File: src/rtl/snoop_bus_arbiter_if.sv
// Snooping-bus interface shared by the arbiter, the caches and main memory.
// The master modport is the arbiter's view. The slave modport is the
// caches/memory view.
// SNOOP_ARB_TIMEOUT_EN adds the error timeout pulse.
interface snoop_bus_if #(
  parameter int N      = 4,
  parameter int ADDR_W = 8
);
  logic [N-1:0]        req;
  logic [2*N-1:0]      reqCmd;
  logic [N*ADDR_W-1:0] reqAddr;
  logic [N-1:0]        ownerModified;
  logic                memAck;
  logic [N-1:0]        grant;
  logic [N-1:0]        done;
  logic                snoopValid;
  logic [1:0]          snoopCmd;
  logic [ADDR_W-1:0]   snoopAddr;
  logic [N-1:0]        fetch;
  logic [N-1:0]        invalidate;
  logic                memReq;
  logic                memWrite;
  logic [ADDR_W-1:0]   memAddr;
`ifdef SNOOP_ARB_TIMEOUT_EN
  logic                error;

  modport master (
    input  req, reqCmd, reqAddr, ownerModified, memAck,
    output grant, done, snoopValid, snoopCmd, snoopAddr, fetch, invalidate,
           memReq, memWrite, memAddr, error
  );
  modport slave (
    output req, reqCmd, reqAddr, ownerModified, memAck,
    input  grant, done, snoopValid, snoopCmd, snoopAddr, fetch, invalidate,
           memReq, memWrite, memAddr, error
  );
`else
  modport master (
    input  req, reqCmd, reqAddr, ownerModified, memAck,
    output grant, done, snoopValid, snoopCmd, snoopAddr, fetch, invalidate,
           memReq, memWrite, memAddr
  );
  modport slave (
    output req, reqCmd, reqAddr, ownerModified, memAck,
    input  grant, done, snoopValid, snoopCmd, snoopAddr, fetch, invalidate,
           memReq, memWrite, memAddr
  );
`endif
endinterface

File: src/rtl/snoop_bus_arbiter.sv
// Round-robin arbiter for a snooping MSI bus.
// A bus transaction runs through these states:
// IDLE -> SNOOP -> [WBACK] -> [FILL] -> DONE.
// Optional feature: SNOOP_ARB_TIMEOUT_EN adds an 8-bit memory watchdog.
// When the watchdog fires, the transaction is forced to DONE and error is pulsed.
module snoop_bus_arbiter #(
  parameter int N      = 4,
  parameter int ADDR_W = 8
) (
  input  logic          clock_i,
  input  logic          reset_i,
  snoop_bus_if.master   bus
);
  localparam int IDX_W = (N > 1) ? $clog2(N) : 1;

  typedef enum logic [2:0] {
    ST_IDLE, ST_SNOOP, ST_WBACK, ST_FILL, ST_DONE
  } state_t;

  state_t              state_q, state_d;
  logic [IDX_W-1:0]    winner_q, winner_d;
  logic [IDX_W-1:0]    last_q, last_d;
  logic [1:0]          cmd_q, cmd_d;
  logic [ADDR_W-1:0]   addr_q, addr_d;

  logic [N-1:0]        valid;
  logic [N-1:0]        winner_oh;
  logic [N-1:0]        fetch_w;
  logic                pick_found;
  logic [IDX_W-1:0]    pick_idx;
  logic [IDX_W-1:0]    cand;
  logic                fetch_cmd;
  logic                inval_cmd;

`ifdef SNOOP_ARB_TIMEOUT_EN
  logic [7:0]          wd_q, wd_d;
  logic                tmo_q, tmo_d;
`endif

  // A request only counts when it carries a real command.
  // The winner index is also decoded to a one-hot vector.
  generate
    for (genvar gi = 0; gi < N; gi++) begin : g_lane
      assign valid[gi]     = bus.req[gi] & (bus.reqCmd[2*gi+1 -: 2] != 2'b00);
      assign winner_oh[gi] = (winner_q == IDX_W'(gi));
    end
  endgenerate

  // Round-robin search upward from the cache after lastGrant, wrapping modulo N.
  always_comb begin
    pick_found = 1'b0;
    pick_idx   = last_q;
    cand       = last_q;
    for (int k = 1; k <= N; k++) begin
      cand = IDX_W'((int'(last_q) + k) % N);
      if (!pick_found && valid[cand]) begin
        pick_found = 1'b1;
        pick_idx   = cand;
      end
    end
  end

  // Snoop strobes: fetch a Modified line away from a non-requester on read/write miss.
  // Invalidate sharers on write miss or upgrade.
  assign fetch_cmd = (cmd_q == 2'b01) || (cmd_q == 2'b10);
  assign inval_cmd = (cmd_q == 2'b10) || (cmd_q == 2'b11);
  assign fetch_w   = (state_q == ST_SNOOP && fetch_cmd) ? (bus.ownerModified & ~winner_oh) : '0;

  assign bus.grant      = (state_q != ST_IDLE) ? winner_oh : '0;
  assign bus.done       = (state_q == ST_DONE) ? winner_oh : '0;
  assign bus.snoopValid = (state_q == ST_SNOOP);
  assign bus.snoopCmd   = cmd_q;
  assign bus.snoopAddr  = addr_q;
  assign bus.fetch      = fetch_w;
  assign bus.invalidate = (state_q == ST_SNOOP && inval_cmd) ? ~winner_oh : '0;
  assign bus.memReq     = (state_q == ST_WBACK) || (state_q == ST_FILL);
  assign bus.memWrite   = (state_q == ST_WBACK);
  assign bus.memAddr    = addr_q;
`ifdef SNOOP_ARB_TIMEOUT_EN
  assign bus.error      = (state_q == ST_DONE) & tmo_q;
`endif

  // Next-state logic: transaction sequencing and winner latching.
  always_comb begin
    state_d  = state_q;
    winner_d = winner_q;
    last_d   = last_q;
    cmd_d    = cmd_q;
    addr_d   = addr_q;
`ifdef SNOOP_ARB_TIMEOUT_EN
    wd_d     = 8'd0;
    tmo_d    = 1'b0;
`endif
    case (state_q)
      ST_IDLE: begin
        if (pick_found) begin
          winner_d = pick_idx;
          cmd_d    = bus.reqCmd[{pick_idx, 1'b0} +: 2];
          addr_d   = bus.reqAddr[pick_idx*ADDR_W +: ADDR_W];
          state_d  = ST_SNOOP;
        end
      end
      ST_SNOOP: begin
        if (|fetch_w)              state_d = ST_WBACK;
        else if (cmd_q == 2'b11)   state_d = ST_DONE;
        else                       state_d = ST_FILL;
      end
      ST_WBACK, ST_FILL: begin
        if (bus.memAck) begin
          state_d = (state_q == ST_WBACK) ? ST_FILL : ST_DONE;
        end
`ifdef SNOOP_ARB_TIMEOUT_EN
        else if (wd_q == 8'd254) begin
          state_d = ST_DONE;
          tmo_d   = 1'b1;
        end else begin
          wd_d = wd_q + 8'd1;
        end
`endif
      end
      ST_DONE: begin
        last_d  = winner_q;
        state_d = ST_IDLE;
      end
      default: state_d = ST_IDLE;
    endcase
  end

  // State and latch registers with synchronous reset.
  // After reset, cache 0 has first priority.
  always_ff @(posedge clock_i) begin
    if (reset_i) begin
      state_q  <= ST_IDLE;
      winner_q <= '0;
      last_q   <= IDX_W'(N - 1);
      cmd_q    <= 2'b00;
      addr_q   <= '0;
`ifdef SNOOP_ARB_TIMEOUT_EN
      wd_q     <= 8'd0;
      tmo_q    <= 1'b0;
`endif
    end else begin
      state_q  <= state_d;
      winner_q <= winner_d;
      last_q   <= last_d;
      cmd_q    <= cmd_d;
      addr_q   <= addr_d;
`ifdef SNOOP_ARB_TIMEOUT_EN
      wd_q     <= wd_d;
      tmo_q    <= tmo_d;
`endif
    end
  end
endmodule

File: src/flat_wrapper.sv
// flat-port wrapper written by rule: the top's interface ports become plain ports
module snoop_bus_arbiter_flat 
#(
  parameter int N      = 4,
  parameter int ADDR_W = 8
)
  (clock_i, reset_i, bus_req, bus_reqCmd, bus_reqAddr, bus_ownerModified, bus_memAck, bus_grant, bus_done, bus_snoopValid, bus_snoopCmd, bus_snoopAddr, bus_fetch, bus_invalidate, bus_memReq, bus_memWrite, bus_memAddr);
  snoop_bus_if #(.N(N), .ADDR_W(ADDR_W)) bus_i ();
  input  logic clock_i;
  input  logic reset_i;
  input wire logic [$bits(bus_i.req)-1:0] bus_req;
  input wire logic [$bits(bus_i.reqCmd)-1:0] bus_reqCmd;
  input wire logic [$bits(bus_i.reqAddr)-1:0] bus_reqAddr;
  input wire logic [$bits(bus_i.ownerModified)-1:0] bus_ownerModified;
  input wire logic [$bits(bus_i.memAck)-1:0] bus_memAck;
  output wire logic [$bits(bus_i.grant)-1:0] bus_grant;
  output wire logic [$bits(bus_i.done)-1:0] bus_done;
  output wire logic [$bits(bus_i.snoopValid)-1:0] bus_snoopValid;
  output wire logic [$bits(bus_i.snoopCmd)-1:0] bus_snoopCmd;
  output wire logic [$bits(bus_i.snoopAddr)-1:0] bus_snoopAddr;
  output wire logic [$bits(bus_i.fetch)-1:0] bus_fetch;
  output wire logic [$bits(bus_i.invalidate)-1:0] bus_invalidate;
  output wire logic [$bits(bus_i.memReq)-1:0] bus_memReq;
  output wire logic [$bits(bus_i.memWrite)-1:0] bus_memWrite;
  output wire logic [$bits(bus_i.memAddr)-1:0] bus_memAddr;
  assign bus_i.req = bus_req;
  assign bus_i.reqCmd = bus_reqCmd;
  assign bus_i.reqAddr = bus_reqAddr;
  assign bus_i.ownerModified = bus_ownerModified;
  assign bus_i.memAck = bus_memAck;
  assign bus_grant = bus_i.grant;
  assign bus_done = bus_i.done;
  assign bus_snoopValid = bus_i.snoopValid;
  assign bus_snoopCmd = bus_i.snoopCmd;
  assign bus_snoopAddr = bus_i.snoopAddr;
  assign bus_fetch = bus_i.fetch;
  assign bus_invalidate = bus_i.invalidate;
  assign bus_memReq = bus_i.memReq;
  assign bus_memWrite = bus_i.memWrite;
  assign bus_memAddr = bus_i.memAddr;
  snoop_bus_arbiter #(.N(N), .ADDR_W(ADDR_W)) u_core (.clock_i(clock_i), .reset_i(reset_i), .bus(bus_i));
endmodule
File: config.mk
export PLATFORM = sky130hd
export DESIGN_NAME = snoop_bus_arbiter_flat
export DESIGN_NICKNAME = d
export VERILOG_FILES = /design/src/rtl/snoop_bus_arbiter_if.sv /design/src/rtl/snoop_bus_arbiter.sv /design/src/flat_wrapper.sv
export SDC_FILE = /design/constraint.sdc
export NUM_CORES = 1
export LEC_CHECK = 0
export ABC_AREA = 1
export BUFFER_PORTS_ARGS = -buffer_cell sky130_fd_sc_hd__buf_4
export CAP_MARGIN = 10
export CORE_UTILIZATION = 35
export CTS_BUF_LIST = sky130_fd_sc_hd__clkbuf_8
export DETAILED_ROUTE_END_ITERATION = 8
export GPL_TIMING_DRIVEN = 0
export HOLD_SLACK_MARGIN = 0.03
export PLACE_DENSITY_LB_ADDON = 0.25
export SLEW_MARGIN = 20
export SYNTH_ARGS = -nofsm -noshare
export SYNTH_HDL_FRONTEND = slang
export SYNTH_SLANG_ARGS = --single-unit
File: constraint.sdc
create_clock -name clock_i -period 2 [get_ports clock_i]
set_clock_uncertainty 0.1 [all_clocks]
set_input_delay 0.2 -clock clock_i [delete_from_list [all_inputs] [get_ports clock_i]]
set_output_delay 0.2 -clock clock_i [all_outputs]
set_load 0.05 [all_outputs]
==> summary.txt <==
Run status
  – Status: finished clean

Synth
  – Mapped Nets: between 300 and 400
  – Post-synth EDFFs: 0
  – Count leader, synth: nand2_1
  – Post-synthesis cell count: 310
  – Syn avg cell area: about 5.4 µm²
  – Synthesized cell area: about 0.0017 mm²
  – Post-synth ARST share: 0
  – Sequential area share after synthesis: 0.2050
  – Area leader, netlist: nand2_1
  – Yosys cell types: 20
  – Synth Register Bits: 17
  – Top_reg_cell synth: dfxtp_1
  – Top post-synthesis cells by area: nand2_1, dfxtp_1, nand3_1
  – Yosys warns: 0
  – Yosys top cell area share: 0.2238
  – Commonest cells post-synth: nand2_1, nand3_1, nor2_1, inv_1, dfxtp_1

Worst setup path
  – Setup crit end kind: register
  – Crit-path max FO: 7
  – Most used cell, CP: nor2_4
  – Slowest cell on the critical path: dfxtp_4
  – Critical Path Source Type: register
  – Reg2reg start: u_core.last_q[0]$_SDFFE_PP1N_
  – Worst Path Buf+Inv: 4
  – Largest delay share family, worst path: simple AND/OR/NAND/NOR gates
  – CP Cell Sequence: buf_8, xnor2_4, nand2_2, nand2_4, nand2_4, nor2_4, inv_2, nor2_4, nor2_4, buf_4, nor2_1, nor2_1, nand2_1, inv_1
  – Max incr delay on CP: about 0.38 ns
  – R2R Setup Slk: ~0.022 ns
  – RR Endpoint: u_core.bus.memAddr[7]$_SDFFE_PP0P_
  – R2R cell count: 14
  – WP data required: approximately 2.1 ns
  – Arr. time, crit path: 2.03 ns
  – Crit Path Class: register to register

Drt
  – Remaining antenna violation count: 0
  – DR iter-0 viols: between 90 and 100
  – Post-Route WL: around 5200 µm
  – Vias: about 2200
  – Routed length per placed instance: 11.39 µm
  – Via density: 4.876
  – Drt pass-1 iters: 8
  – DRC Markers: 0

STA
  – Hold Slack: about 0.12 ns
  – Endpoints failing setup: 0
  – Slew @ Worst Pin: between 0.4 and 0.5 ns
  – Final Cycle Share: 0.9889
  – Fmax: between 0.5 and 0.6 GHz
  – Max_slew headroom: 0.6896
  – RSZ-0062 raised after global routing: true
  – Final Worst Setup Slack: 0.02229 ns
  – Final Max Tran Viols: 0
  – Fin. Hold Viols: 0
  – Setup total negative slack: 0 ns
  – Minimum clock period: approximately 2 ns

Place
  – Dpl hpwl: between 3000 and 4000 µm
  – Placed cell area: between 0.002 and 0.0025 mm²
  – Port Buffers: 87
  – Dpl cells: approximately 450
  – Pre-CTS worst setup slack: between 0.008 and 0.009 ns
  – Final RePlAce weighted congestion: roughly 0.82

CTS
  – TritonCTS Buffers: 3
  – Hold Buf Count CTS: 0
  – CTS Sinks: 17
  – H-tree depth: 1
  – CTS root buf: clkbuf_8
  – Clock buffer depth: 2
  – CTS clock-pin slew for the worst setup and hold paths: around 0.060 ns
  – TritonCTS clock tree: built
  – Worst-Skew Late Latency: 0.25 ns

Cells and area
  – Final instance area: about 0.0027 mm²
  – Final Non-Filler Cells: 460
  – Multi-input gate area: approximately 0.0013 mm²
  – N_diodes: 0
  – Area growth from synthesis to layout: 65.11%
  – Fillcell total: 421
  – Post-layout nets: ~460
  – Share of cells above drive strength 1: 0.3946
  – FF+latch area: 349.1 µm²

Floorplan
  – Full die area: approximately 0.0050 mm²
  – Std-Cell Rows: 24
  – Starting Density: 0.3736
  – Die width: approximately 70 µm
  – Die H: around 70 µm
  – IO Pins: a little under 90
  – Core Area: ~0.0044 mm²

Power
  – Cell Pwr Density: between 1500 and 2000 mW/mm²
  – VDD IR max: 881.7 µV
  – Leakage power: about 1.5 nW

Global route
  – First-pass GRT wire length: a little over 8000 µm
  – Number of global-route vias before repair: between 1500 and 2000
  – Largest net degree at the start of global routing: 11
  – Grt ovf: 0
  – GRT Overall Usage: 0.2031
  – Initial antenna violation count: 0

Hold path
  – Hold crit path type: input port to register
  – Hold_sp: reset_i
  – WHS Endpoint: u_core.bus.snoopCmd[0]$_SDFFE_PP0P_
  – Hold depth: 4

Run
  – Max-cap violations: 0
[worst min-delay path: stages]
cell     delay, ns
buf_4         0.11
a21oi_1       0.04
nand2_1       0.05
inv_1         0.03
[per-stage QoR]
stage | utilization | power, mW
floorplan | - | 3.172
global placement | 0.5462 | 3.942
detailed placement | 0.5462 | 3.982
CTS | 0.5597 | 4.267
global route | 0.6168 | 5.105
finish | 0.6168 | 4.679
[cells by family after synthesis]
kind of cell | synth area share
fa+ha+maj | 0.01507
compound gates | 0.05652
flops | 0.2050
simple gates | 0.5501
buf+inv | 0.1628
xor+xnor | 0.01055
[power breakdown]
part | switching (mW) | total, mW | internal (mW)
combinational | 2.43 | 3.81 | 1.37
sequential | 0.144 | 0.622 | 0.479
clock | 0.114 | 0.250 | 0.136
total | 2.69 | 4.68 | 1.99
[repair_timing]
| action | in CTS | in global routing |
|---|---|---|
| endpoints found under the setup margin | 2 | 13 |
| pin swaps | 0 | 10 |
| gates resized for setup | 4 | 54 |
| cloned | 0 | 1 |
| buffers inserted | 0 | 6 |
[worst max-delay path by stage]
stage                                         startpoint                                  end  cells past startpoint
after floorplan           u_core.state_q[2]$_SDFFE_PP0P_                    bus_invalidate[0]                      5
after global placement                     bus_reqCmd[3]  u_core.bus.snoopCmd[1]$_SDFFE_PP0P_                     16
after detailed placement   u_core.last_q[0]$_SDFFE_PP1N_   u_core.bus.memAddr[4]$_SDFFE_PP0P_                     13
after CTS                  u_core.last_q[0]$_SDFFE_PP1N_   u_core.bus.memAddr[1]$_SDFFE_PP0P_                     14
after global routing       u_core.last_q[0]$_SDFFE_PP1N_   u_core.bus.memAddr[4]$_SDFFE_PP0P_                     15
final                      u_core.last_q[0]$_SDFFE_PP1N_   u_core.bus.memAddr[7]$_SDFFE_PP0P_                     14
[layer usage]
layer	part of all wire	up-vias	wire length [µm]	track usage
li1	-	1167	-	-
met1	0.42	983	2219	0.2452
met2	0.50	87	2611	0.3675
met3	0.068	6	355	0.04131
met4	0.010	0	55	0.05111
met5	0	-	0	0
[layout by cell type (no fill, tap or decap)]
cell type and instances:
buf_4 102, nand2_1 89, nand3_1 56, inv_1 35
nor2_1 32, dfxtp_1 14, nor2_4 10, nand2_2 9
o21ai_0 7, buf_6 7, nand3_2 7, a21oi_1 7
nand2_4 4, nor2_2 4, nor3_1 3, clkbuf_8 3
buf_2 2, inv_2 2, ha_1 2, dfxtp_4 2
a21oi_2 1, buf_8 1, inv_4 1, xor2_4 1
xnor2_4 1, nand4_4 1, clkbuf_4 1, a31oi_2 1
o211ai_1 1, o21ai_1 1, dfxtp_2 1
[registers in the layout (all words and copies together), names as in the netlist]
| register | flops |
|---|---|
| u_core.bus.snoopCmd | 2 |
| u_core.state_q | 3 |
| u_core.winner_q | 2 |
| u_core.last_q | 2 |
| u_core.bus.memAddr | 8 |
[area by class of cell]
| cell class | instances | area share |
|---|---|---|
| Multi-Input combinational cell | 237 | 0.4610 |
| Sequential cell | 17 | 0.1273 |
| Buffer | 19 | 0.06253 |
| Clock inverter | 1 | 0.001369 |
| Tap cell | 52 | 0.02373 |
| Clock buffer | 3 | 0.01506 |
| Inverter | 37 | 0.05157 |
| Timing Repair Buffer | 94 | 0.2574 |
No activity file was read; power rests on OpenSTA's default activity.
